===== src/rtl/fetch_queue_if.sv =====
`default_nettype none
`timescale 1ns/1ps
// ============================================================================
// Module      : fetch_queue_if
// Description : Bundle of the fetch front-end signals: the sram-like
//               instruction port, the redirect (flush) inputs and the
//               valid/ready handshake towards the decoder.
//               master : fetch_queue side
//               slave  : memory + decode + redirect side
// Revision    : 1.0  initial release
// ============================================================================
interface fetch_queue_if;
   // instruction memory port
   logic        inst_req;
   logic [31:0] inst_addr;
   logic        inst_addr_ok;
   logic        inst_data_ok;
   logic [31:0] inst_rdata;
   // redirect
   logic        flush;
   logic [31:0] flush_pc;
   // decode handshake
   logic        id_valid;
   logic        id_ready;
   logic [31:0] id_inst;
   logic [31:0] id_pc;
   logic        id_adel;

   modport master (
      output inst_req, inst_addr, id_valid, id_inst, id_pc, id_adel,
      input  inst_addr_ok, inst_data_ok, inst_rdata, flush, flush_pc, id_ready
   );

   modport slave (
      input  inst_req, inst_addr, id_valid, id_inst, id_pc, id_adel,
      output inst_addr_ok, inst_data_ok, inst_rdata, flush, flush_pc, id_ready
   );
endinterface
`default_nettype wire


===== src/rtl/fetch_queue.sv =====
`default_nettype none
`timescale 1ns/1ps
// ============================================================================
// Module      : fetch_queue
// Description : Instruction-fetch front end. Drives the PC, issues in-order
//               requests on the sram-like instruction port and buffers the
//               returned words in a circular queue whose slots are reserved
//               when a request is accepted. The head slot is offered to the
//               decoder once its data has arrived. A flush discards queued
//               and in-flight words and restarts fetch at flush_pc.
// Ports       : clk        clock
//               rst        synchronous active-high reset
//               bus.inst_* request/response port (master side)
//               bus.flush, bus.flush_pc  redirect pulse and target
//               bus.id_*   head entry {inst, pc, adel} with valid/ready
// Revision    : 1.0  initial release
// ============================================================================
module fetch_queue #(
   parameter int          DEPTH    = 4,
   parameter logic [31:0] RESET_PC = 32'hbfc00000
) (
   input wire logic      clk,
   input wire logic      rst,
   fetch_queue_if.master bus
);

   localparam int                 c_ptr_w     = $clog2(DEPTH);
   localparam int                 c_cnt_w     = c_ptr_w + 1;
   localparam logic [c_cnt_w-1:0] c_depth_cnt = c_cnt_w'(DEPTH);
   localparam logic [c_cnt_w-1:0] c_cnt_one   = c_cnt_w'(1);

   // ---------------------------------------------------------------- state
   logic [31:0]        fetch_pc_q,  fetch_pc_d;
   logic [c_ptr_w-1:0] alloc_ptr_q, alloc_ptr_d;
   logic [c_ptr_w-1:0] fill_ptr_q,  fill_ptr_d;
   logic [c_ptr_w-1:0] head_ptr_q,  head_ptr_d;
   logic [c_cnt_w-1:0] alloc_cnt_q, alloc_cnt_d;
   logic [c_cnt_w-1:0] pending_q,   pending_d;
   logic [c_cnt_w-1:0] discard_q,   discard_d;
   logic               halted_q,    halted_d;

   logic [31:0]        slot_pc_q   [DEPTH];
   logic [31:0]        slot_pc_d   [DEPTH];
   logic [31:0]        slot_inst_q [DEPTH];
   logic [31:0]        slot_inst_d [DEPTH];
   logic [DEPTH-1:0]   slot_adel_q,   slot_adel_d;
   logic [DEPTH-1:0]   slot_filled_q, slot_filled_d;

   // ------------------------------------------------------- control terms
   logic               w_aligned;
   logic               w_room;
   logic [c_cnt_w:0]   w_outstanding;
   logic               w_credit;
   logic               w_req;
   logic               w_accept;
   logic               w_adel_alloc;
   logic               w_alloc;
   logic               w_fill;
   logic               w_drop;
   logic               w_id_valid;
   logic               w_pop;

   assign w_aligned     = (fetch_pc_q[1:0] == 2'b00);
   assign w_room        = (alloc_cnt_q < c_depth_cnt);
   // Words owed by memory, whether wanted or to be thrown away, must never
   // exceed the queue depth; this keeps every counter inside its width.
   assign w_outstanding = {1'b0, pending_q} + {1'b0, discard_q};
   assign w_credit      = (w_outstanding < {1'b0, c_depth_cnt});
   assign w_req         = !rst && !bus.flush && w_aligned && w_room && w_credit;
   assign w_accept      = w_req && bus.inst_addr_ok;
   // A misaligned PC produces a single error entry, and only after all older
   // requests have returned so the entry stays in program order.
   assign w_adel_alloc  = !bus.flush && !w_aligned && !halted_q &&
                          (pending_q == '0) && w_room;
   assign w_alloc       = w_accept || w_adel_alloc;
   assign w_drop        = bus.inst_data_ok && (discard_q != '0);
   assign w_fill        = bus.inst_data_ok && (discard_q == '0);
   assign w_id_valid    = slot_filled_q[head_ptr_q] && !bus.flush;
   assign w_pop         = w_id_valid && bus.id_ready;

   // -------------------------------------------------------------- outputs
   assign bus.inst_req  = w_req;
   assign bus.inst_addr = fetch_pc_q;
   assign bus.id_valid  = w_id_valid;
   assign bus.id_inst   = slot_inst_q[head_ptr_q];
   assign bus.id_pc     = slot_pc_q[head_ptr_q];
   assign bus.id_adel   = slot_adel_q[head_ptr_q];

   // ----------------------------------------------------------- next state
   always_comb begin
      fetch_pc_d    = fetch_pc_q;
      alloc_ptr_d   = alloc_ptr_q;
      fill_ptr_d    = fill_ptr_q;
      head_ptr_d    = head_ptr_q;
      alloc_cnt_d   = alloc_cnt_q;
      pending_d     = pending_q;
      discard_d     = discard_q;
      halted_d      = halted_q;
      slot_pc_d     = slot_pc_q;
      slot_inst_d   = slot_inst_q;
      slot_adel_d   = slot_adel_q;
      slot_filled_d = slot_filled_q;

      // Response: either an orphan from before a flush, or the next slot in
      // request order.
      if (w_drop) begin
         discard_d = discard_q - c_cnt_one;
      end
      if (w_fill) begin
         slot_inst_d[fill_ptr_q]   = bus.inst_rdata;
         slot_filled_d[fill_ptr_q] = 1'b1;
         fill_ptr_d                = fill_ptr_q + 1'b1;
      end

      // Allocation: a slot is reserved at request acceptance (data pending)
      // or for the misaligned-PC error entry (complete immediately).
      if (w_accept) begin
         slot_pc_d[alloc_ptr_q]     = fetch_pc_q;
         slot_inst_d[alloc_ptr_q]   = 32'h0;
         slot_adel_d[alloc_ptr_q]   = 1'b0;
         slot_filled_d[alloc_ptr_q] = 1'b0;
         alloc_ptr_d                = alloc_ptr_q + 1'b1;
         fetch_pc_d                 = fetch_pc_q + 32'd4;
      end else if (w_adel_alloc) begin
         slot_pc_d[alloc_ptr_q]     = fetch_pc_q;
         slot_inst_d[alloc_ptr_q]   = 32'h0;
         slot_adel_d[alloc_ptr_q]   = 1'b1;
         slot_filled_d[alloc_ptr_q] = 1'b1;
         alloc_ptr_d                = alloc_ptr_q + 1'b1;
         // no data will arrive for this slot, so the fill pointer skips it
         fill_ptr_d                 = fill_ptr_q + 1'b1;
         halted_d                   = 1'b1;
      end

      if (w_pop) begin
         slot_filled_d[head_ptr_q] = 1'b0;
         slot_adel_d[head_ptr_q]   = 1'b0;
         head_ptr_d                = head_ptr_q + 1'b1;
      end

      alloc_cnt_d = alloc_cnt_q + c_cnt_w'(w_alloc) - c_cnt_w'(w_pop);
      pending_d   = pending_q + c_cnt_w'(w_accept) - c_cnt_w'(w_fill);

      // Redirect overrides everything above. Every word still owed by memory
      // becomes an orphan; a word returning this very cycle has already paid
      // off one of them (from discard or pending, whichever it hit).
      if (bus.flush) begin
         slot_filled_d = '0;
         slot_adel_d   = '0;
         alloc_ptr_d   = '0;
         fill_ptr_d    = '0;
         head_ptr_d    = '0;
         alloc_cnt_d   = '0;
         discard_d     = discard_q + pending_q - c_cnt_w'(bus.inst_data_ok);
         pending_d     = '0;
         fetch_pc_d    = bus.flush_pc;
         halted_d      = 1'b0;
      end
   end

   // ------------------------------------------------------------ registers
   always_ff @(posedge clk) begin
      if (rst) begin
         fetch_pc_q    <= RESET_PC;
         alloc_ptr_q   <= '0;
         fill_ptr_q    <= '0;
         head_ptr_q    <= '0;
         alloc_cnt_q   <= '0;
         pending_q     <= '0;
         discard_q     <= '0;
         halted_q      <= 1'b0;
         slot_adel_q   <= '0;
         slot_filled_q <= '0;
         for (int i = 0; i < DEPTH; i++) begin
            slot_pc_q[i]   <= 32'h0;
            slot_inst_q[i] <= 32'h0;
         end
      end else begin
         fetch_pc_q    <= fetch_pc_d;
         alloc_ptr_q   <= alloc_ptr_d;
         fill_ptr_q    <= fill_ptr_d;
         head_ptr_q    <= head_ptr_d;
         alloc_cnt_q   <= alloc_cnt_d;
         pending_q     <= pending_d;
         discard_q     <= discard_d;
         halted_q      <= halted_d;
         slot_adel_q   <= slot_adel_d;
         slot_filled_q <= slot_filled_d;
         slot_pc_q     <= slot_pc_d;
         slot_inst_q   <= slot_inst_d;
      end
   end

endmodule
`default_nettype wire


===== src/flat_wrapper.sv =====
// flat-port wrapper written by rule: the top's interface ports become plain ports
module fetch_queue_flat 
#(
   parameter int          DEPTH    = 4,
   parameter logic [31:0] RESET_PC = 32'hbfc00000
)
  (clk, rst, bus_inst_req, bus_inst_addr, bus_id_valid, bus_id_inst, bus_id_pc, bus_id_adel, bus_inst_addr_ok, bus_inst_data_ok, bus_inst_rdata, bus_flush, bus_flush_pc, bus_id_ready);
  fetch_queue_if bus_i ();
  input wire logic clk;
  input wire logic rst;
  output wire logic [$bits(bus_i.inst_req)-1:0] bus_inst_req;
  output wire logic [$bits(bus_i.inst_addr)-1:0] bus_inst_addr;
  output wire logic [$bits(bus_i.id_valid)-1:0] bus_id_valid;
  output wire logic [$bits(bus_i.id_inst)-1:0] bus_id_inst;
  output wire logic [$bits(bus_i.id_pc)-1:0] bus_id_pc;
  output wire logic [$bits(bus_i.id_adel)-1:0] bus_id_adel;
  input wire logic [$bits(bus_i.inst_addr_ok)-1:0] bus_inst_addr_ok;
  input wire logic [$bits(bus_i.inst_data_ok)-1:0] bus_inst_data_ok;
  input wire logic [$bits(bus_i.inst_rdata)-1:0] bus_inst_rdata;
  input wire logic [$bits(bus_i.flush)-1:0] bus_flush;
  input wire logic [$bits(bus_i.flush_pc)-1:0] bus_flush_pc;
  input wire logic [$bits(bus_i.id_ready)-1:0] bus_id_ready;
  assign bus_inst_req = bus_i.inst_req;
  assign bus_inst_addr = bus_i.inst_addr;
  assign bus_id_valid = bus_i.id_valid;
  assign bus_id_inst = bus_i.id_inst;
  assign bus_id_pc = bus_i.id_pc;
  assign bus_id_adel = bus_i.id_adel;
  assign bus_i.inst_addr_ok = bus_inst_addr_ok;
  assign bus_i.inst_data_ok = bus_inst_data_ok;
  assign bus_i.inst_rdata = bus_inst_rdata;
  assign bus_i.flush = bus_flush;
  assign bus_i.flush_pc = bus_flush_pc;
  assign bus_i.id_ready = bus_id_ready;
  fetch_queue #(.DEPTH(DEPTH), .RESET_PC(RESET_PC)) u_core (.clk(clk), .rst(rst), .bus(bus_i));
endmodule

===== config.mk =====
export PLATFORM = sky130hd
export DESIGN_NAME = fetch_queue_flat
export DESIGN_NICKNAME = d
export VERILOG_FILES = /design/src/rtl/fetch_queue_if.sv /design/src/rtl/fetch_queue.sv /design/src/flat_wrapper.sv
export SDC_FILE = /design/constraint.sdc
export NUM_CORES = 1
export LEC_CHECK = 0
export ABC_AREA = 1
export CORE_UTILIZATION = 50
export DETAILED_ROUTE_END_ITERATION = 8
export MAX_ROUTING_LAYER = met4
export PLACE_DENSITY = 0.73
export SLEW_MARGIN = 10
export SYNTH_ARGS = -nofsm -noshare
export SYNTH_HDL_FRONTEND = slang
export SYNTH_SLANG_ARGS = --single-unit

===== constraint.sdc =====
create_clock -name clk -period 2.81 [get_ports clk]
set_input_delay 0.843 -clock clk [delete_from_list [all_inputs] [get_ports clk]]
set_output_delay 0.843 -clock clk [all_outputs]
set_load 0.1 [all_outputs]

==> results.md, run 1 <==
* Largest net degree at the start of global routing at 155
* Comb power frac at 0.229
* Slew margin rel. at 0.486
* Die height at 173 µm
* Setup crit end: bus_id_pc[20]
* CTS clk-pin slew, worst paths at 50 ps
* Busiest grt layer: met2
* Post-route DRC at 0
* Via-per-instance ratio at 5.71
* Maximum clock path buffer count at 3
* CP endpoint kind: output port
* # nets final at 2172
* Seq cells post-synth at 312
* Final setup viols at 0
* Net Switching at 3.75 mW
* Number of port buffers at 168
* CTS Hold Bufs at 0
* Vias after detailed routing at 14.2k
* Post-Synth Simple-Gate Area at 0.237
* Crit path depth at 5
* Gr usage total at 0.300
* Drt wl/cell at 17.8 µm
* Fillcell total at 2348
* Reg2reg start: u_core.head_ptr_q[0]
* GR Layer Usage met1 at 0.392
* Worst Path Required at 1970 ps
* Placed instance area at 18300 µm²
* Cell area after layout at 19400 µm²
* Post-route ant nets at 0
* Compound-Gate Fraction of Synth Area at 0.144
* Part of the power in registers at 0.400
* CTS tree: done
* Root buffer cell: clkbuf_16
* Final slew viol count at 0
* Crit path max-delay family: compound AO/OA/AOI/OAI gates
* Initial Util at 0.510
* CP bufs+invs at 3
* Synth unique cells at 33
* Synth Instances at 1978
* # IOs at 169
* Grt met3 use at 0.0311
* Largest family of logic cells by synthesized area: simple AND/OR/NAND/NOR gates
* Leak at 6.99 nW
* DIE AREA at 30000 µm²
* Core Box Area at 28800 µm²
* Num CTS Buffers at 35
* Diode count at 0
* # H-tree levels at 2
* Initial antenna violation count at 0
* Most common cell after layout, fill and taps aside: nor2_1
* CP Class: register to output port
* FF-to-FF setup slack at 200 ps
* First-pass GRT wire length at 71.9 mm
* DIE WIDTH at 173 µm
* Crit path from: u_core.head_ptr_q[0]
* Post-synthesis sequential area ratio at 0.426
* Crit path DAT at 1930 ps
* Worst skew pair latency at 530 ps
* Final core utilization at 0.675
* Average size of a mapped cell at 7.41 µm²
* Syn_nets at 2075
* Row count at 62
* Initial DRC Count at 1413
* Max-cap violations at 0
* Synth Area in Adders at 0.0246
* Sw frac at 0.316
* Dpl hpwl at 27.1 mm
* Worst-Margin Slew at 770 ps
* Fin crit period at 2770 ps
* Worst setup SP type: register
* Most frequent cells in the layout: nor2_1 (333), nand2_1 (313), dfxtp_1 (309)
* Final Skew at 28.2 ps
* Clock share of power at 0.371
* CTS Sinks at 312
* Critical path cell sequence: buf_4, buf_16, o21ai_0, o22ai_4, buf_12
* CP max stage delay at 390 ps
* Pwr/cell area at 610 nW/µm²
* Worst hold-check path type: register to register
* Drt pass-1 iters at 6
* Layout cell share with drive strength beyond 1 at 0.139
* Synth-to-layout area growth at 32.5%
* Period utilization at 0.986
* M2 GR Usage at 0.491
* Post-synthesis mux area share at 0.0874
* Vias in the first global route at 13.7k
* Hold Vio Cnt, Final at 0
* Synth warn at 0
* Fmax at 361 MHz
* Internal Power at 8.10 mW
* CP Max Fanout at 28
* FF-to-FF path depth at 12
* XOR/XNOR Fraction of Synth Area at 0.00776
* Global route overflow at 0
* Status: finished clean
* FF-to-FF End: u_core.alloc_cnt_q[2]
* Routability cong. at 0.929
* Synthesized area at 14700 µm²
* Routed wire length at 44.3 mm
* Max VDD drop at 0.371 mV
* CP max-delay cell: o21ai_0
[routing by layer]
layer	routed length, µm	up-vias
li1	-	6774
met1	19300	6722
met2	21000	597
met3	3140	72
met4	853	0
met5	0	-
[cell type report]
type,instances,area [µm²],share of cell area
clock inverters,8,86.3,0.00444
flip-flops and latches,312,6250,0.322
repair buffers,224,3010,0.155
inverters,83,317,0.0163
multi-input cells,1419,8280,0.426
well taps,384,480,0.0247
clock buffers,51,1010,0.0518
[Yosys cell counts (all sizes together)]
| library cell | count | area share |
|---|---|---|
| nand3b | 4 | 0.0020 |
| dfxtp | 312 | 0.43 |
| or2 | 4 | 0.0017 |
| clkbuf | 94 | 0.024 |
| nand4 | 4 | 0.0017 |
| o211ai | 4 | 0.0020 |
| o21bai | 1 | 0.00051 |
| buf | 70 | 0.028 |
| mux2i | 128 | 0.087 |
| xor2 | 8 | 0.0048 |
| nand2 | 314 | 0.081 |
| nor3 | 15 | 0.0055 |
| clkinv | 2 | 0.00051 |
| a21oi | 177 | 0.060 |
| fa | 3 | 0.0041 |
| ha | 24 | 0.020 |
| xnor2 | 5 | 0.0030 |
| a21boi | 1 | 0.00051 |
| o22ai | 65 | 0.028 |
| nand3 | 168 | 0.058 |
| nor2 | 339 | 0.088 |
| inv | 81 | 0.021 |
| o21ai | 155 | 0.053 |
[cells by family (layout without fill, tap and decap cells)]
| logic type | Yosys count | count (layout) |
|---|---|---|
| and+or+nand+nor | 848 | 848 |
| buffers and inverters | 247 | 366 |
| DFF | 312 | 312 |
| muxes | 128 | 128 |
| adders and majority gates | 27 | 27 |
| AOI/OAI and AO/OA | 403 | 403 |
| xor gates and xnor gates | 13 | 13 |
[worst reg2reg max path, stage by stage, from the launching register on]
cell and delay [ps]:
dfxtp_4 380, buf_4 170, o211ai_1 390, nand2_1 100, nand3_1 110, inv_1 60, ha_1 270, inv_1 40
ha_1 190, fa_1 410, xor2_1 180, o21ai_0 150, a21oi_1 60
[power groups by stage]
| stage | combinational, mW | clock (mW) | sequential [mW] |
|---|---|---|---|
| final | 2.71 | 4.40 | 4.75 |
| after global routing | 2.86 | 4.63 | 4.76 |
| after CTS | 2.71 | 4.45 | 4.74 |
| after detailed placement | 2.70 | 0 | 4.83 |
| after global placement | 2.67 | 0 | 4.83 |
| after floorplan | 1.67 | 0 | 4.97 |
[stage by stage]
stage	setup WS [ps]	total power, mW	hold slack (ps)	std cells	TNS [ps]
after floorplan	-150	6.64	437	1978	-150
after global placement	-157	7.49	444	2418	-6700
after CTS	0.574	11.9	459	2477	0
after global routing	-1.30	12.2	478	2481	-2.23
final	38.3	11.9	460	2481	0
after detailed placement	-217	7.53	450	2418	-12790
[worst min path at each step]
| stage | from | end | cells past startpoint |
|---|---|---|---|
| 6_report | u_core.slot_pc_q[70] | u_core.slot_pc_q[70] | 2 |
| 3_5_place_dp | u_core.slot_pc_q[67] | u_core.slot_pc_q[67] | 2 |
| 5_1_grt | u_core.slot_pc_q[42] | u_core.slot_pc_q[42] | 2 |
| 3_3_place_gp | u_core.slot_pc_q[57] | u_core.slot_pc_q[57] | 2 |
| 4_1_cts | u_core.slot_pc_q[40] | u_core.slot_pc_q[40] | 2 |
| 2_1_floorplan | u_core.slot_pc_q[33] | u_core.slot_pc_q[33] | 2 |
[repair_timing]
item	4_1_cts	5_1_grt
resized for setup	21	9
endpoints found under the setup margin	38	59
setup buffers	0	3
pin swaps	1	0
gates cloned	0	1
[sequential cells by signal, indices dropped and copies added, names as in the netlist]
register	flops
u_core.alloc_ptr_q	2
u_core.slot_pc_q	128
u_core.bus.inst_addr	32
u_core.slot_filled_q	4
u_core.slot_inst_q	128
u_core.slot_adel_q	4
u_core.fill_ptr_q	2
u_core.discard_q	3
u_core.alloc_cnt_q	3
u_core.pending_q	3
u_core.head_ptr_q	2
u_core.halted_q	1
Power figures use the tool's default switching activity.
==> run 2: changes to the inputs <==
--- a/config.mk
+++ b/config.mk
@@ -6,6 +6,7 @@
 export NUM_CORES = 1
 export LEC_CHECK = 0
 export ABC_AREA = 1
+export CAP_MARGIN = 10
 export CORE_UTILIZATION = 50
 export DETAILED_ROUTE_END_ITERATION = 8
 export MAX_ROUTING_LAYER = met4
==> results of run 2 <==
Same layout as run 1: the final DEF is identical, and so are final timing and power.
==> run 3: changes to the inputs <==
--- a/config.mk
+++ b/config.mk
@@ -7,6 +7,7 @@
 export LEC_CHECK = 0
 export ABC_AREA = 1
 export CAP_MARGIN = 10
+export CORE_MARGIN = 5
 export CORE_UTILIZATION = 50
 export DETAILED_ROUTE_END_ITERATION = 8
 export MAX_ROUTING_LAYER = met4
==> run 3 against run 2 <==
Against the previous run: largest cell class unchanged; critical path depth unchanged; hold slack worse by 1.4 ps; non-clock buffer count up 11; via count up 0.84%; sequential power about the same; routed wire length up 5.4%; total power up 3.1%; final cell count up 0.60%; first-iteration DRC count down 4.8%; clock power up 7.3%.
==> results.md, run 3 (synthesis gave the netlist of run 1 again) <==
* Status: finished clean (unchanged)
* CTS Sinks at 312 (unchanged)
* Maximum clock path buffer count at 3 (unchanged)
* Dpl hpwl at 28.8 mm (was 27.1 mm)
* CP Max Fanout at 27 (was 28)
* Drt wl/cell at 18.7 µm (was 17.8 µm)
* Setup crit end: bus_id_pc[9] (was bus_id_pc[20])
* Period utilization at 0.990 (was 0.986)
* CP max-delay cell: dfxtp_4 (was o21ai_0)
* RSZ-0062 raised after global routing: yes
* Smallest hold slack at 458 ps (was 460 ps)
* Gr usage total at 0.281 (was 0.300)
* Worst setup SP type: register (unchanged)
* Number of port buffers at 168 (unchanged)
* Diode count at 0 (unchanged)
* FF-to-FF End: u_core.alloc_cnt_q[2] (unchanged)
* Fin crit period at 2780 ps (was 2770 ps)
* FF-to-FF path depth at 12 (unchanged)
* Initial antenna violation count at 0 (unchanged)
* Max-cap violations at 0 (unchanged)
* Initial DRC Count at 1345 (was 1413)
* CTS tree: done (unchanged)
* Routability cong. at 0.917 (was 0.929)
* Crit path DAT at 1940 ps (was 1930 ps)
* Most common cell after layout, fill and taps aside: nor2_1 (unchanged)
* Worst hold-check path type: register to register (unchanged)
* Post-route DRC at 0 (unchanged)
* Via-per-instance ratio at 5.72 (was 5.71)
* Worst-Margin Slew at 819 ps (was 770 ps)
* Most used cell, CP: buf_12
* Hold Vio Cnt, Final at 0 (unchanged)
* Worst Path Required at 1970 ps (about the same)
* First-pass GRT wire length at 74.9 mm (was 71.9 mm)
* Worst skew pair latency at 520 ps (was 530 ps)
* Most frequent cells in the layout: nor2_1 (333), nand2_1 (313), dfxtp_1 (309) (unchanged)
* Dpl cells at 2427 (was 2418)
* CTS clk-pin slew, worst paths at 60 ps (was 50 ps)
* Core Box Area at 28900 µm² (was 28800 µm²)
* Vias after detailed routing at 14.3k (was 14.2k)
* Leak at 7.14 nW (was 6.99 nW)
* Die height at 181 µm (was 173 µm)
* Layout cell share with drive strength beyond 1 at 0.147 (was 0.139)
* Vias in the first global route at 14.1k (was 13.7k)
* Max VDD drop at 0.391 mV (was 0.371 mV)
* FF-to-FF setup slack at 170 ps (was 200 ps)
* Num CTS Buffers at 35 (unchanged)
* DIE AREA at 32900 µm² (was 30000 µm²)
* Crit path from: u_core.head_ptr_q[0] (unchanged)
* # H-tree levels at 2 (unchanged)
* CTS Hold Bufs at 0 (unchanged)
* CP endpoint kind: output port (unchanged)
* Row count at 62 (unchanged)
* Global route overflow at 0 (unchanged)
* Fmax at 360 MHz (was 361 MHz)
* CP Class: register to output port (unchanged)
* Pwr/cell area at 620 nW/µm² (was 610 nW/µm²)
* Slew margin rel. at 0.454 (was 0.486)
* CP max stage delay at 440 ps (was 390 ps)
* Initial Util at 0.508 (was 0.510)
* Final setup viols at 0 (unchanged)
* DIE WIDTH at 181 µm (was 173 µm)
* Largest net degree at the start of global routing at 154 (was 155)
* Post-route ant nets at 0 (unchanged)
* Critical path cell sequence: buf_12, buf_16, o21ai_1, o22ai_4, buf_12 (was buf_4, buf_16, o21ai_0, o22ai_4, buf_12)
* Final core utilization at 0.683 (was 0.675)
* Final Skew at 10.3 ps (was 28.2 ps)
* # nets final at 2183 (was 2172)
* Routed wire length at 46.7 mm (was 44.3 mm)
* Tot Pwr at 12.2 mW (was 11.9 mW)
* Synth-to-layout area growth at 34.3% (was 32.5%)
* Drt pass-1 iters at 6 (unchanged)
* # IOs at 169 (unchanged)
* Root buffer cell: clkbuf_16 (unchanged)
* Final slew viol count at 0 (unchanged)
* Finished Layout Cells at 2496 (was 2481)
* Reg2reg start: u_core.head_ptr_q[0] (unchanged)
## run 3: area by class of cell
class	count	area, µm²
clock buffers	50	1040
well taps	384	480
inverters	83	327
repair buffers	235	3170
fillers	2352	9150
clock inverters	13	143
multi-input cells	1419	8290
flip-flops and latches	312	6250
## run 3: per-layer routing
layer  vias up  share of wire  GRT usage
met3        86          0.072     0.0432
met2       590           0.48      0.457
met5         -              0          -
met1      6819           0.43      0.368
li1       6789              -          -
met4         0          0.020     0.0745
## run 3: through the flow
step	setup WS, ps	cell area [µm²]	setup TNS [ps]
5_1_grt	-42.7	19700	-488
2_1_floorplan	-150	15600	-150
4_1_cts	0.281	19700	0
6_report	29.4	19700	0
3_3_place_gp	-177	18300	-2480
3_5_place_dp	-234	18300	-6910
## run 3: power breakdown
group	total, mW	switching, mW	internal (mW)
Clock	4.72	1.86	2.87
Sequential	4.74	0.167	4.57
Combinational	2.76	1.78	0.975
## run 3: worst min path at each step
stage	end	slack, ps	start	cells after the start
floorplan	u_core.slot_pc_q[33]	440	u_core.slot_pc_q[33]	2
global placement	u_core.slot_pc_q[52]	440	u_core.slot_pc_q[52]	2
global route	u_core.slot_pc_q[35]	470	u_core.slot_pc_q[35]	2
CTS	u_core.slot_pc_q[40]	460	u_core.slot_pc_q[40]	2
detailed placement	u_core.slot_pc_q[34]	450	u_core.slot_pc_q[34]	2
finish	u_core.slot_pc_q[58]	460	u_core.slot_pc_q[58]	2
## run 3: what timing repair did
item	in CTS	in global routing
endpoints found under the hold margin	0	0
endpoints found under the setup margin	66	57
gates resized for setup	24	46
gates cloned	3	1
pin swaps	0	5
setup buffers	2	0
## run 3: worst max-delay path: cells and delay by family (launching register included)
| kind | cells | cell delay [ps] |
|---|---|---|
| flops | 1 | 440 |
| buf+inv | 3 | 560 |
| compound gates | 2 | 410 |
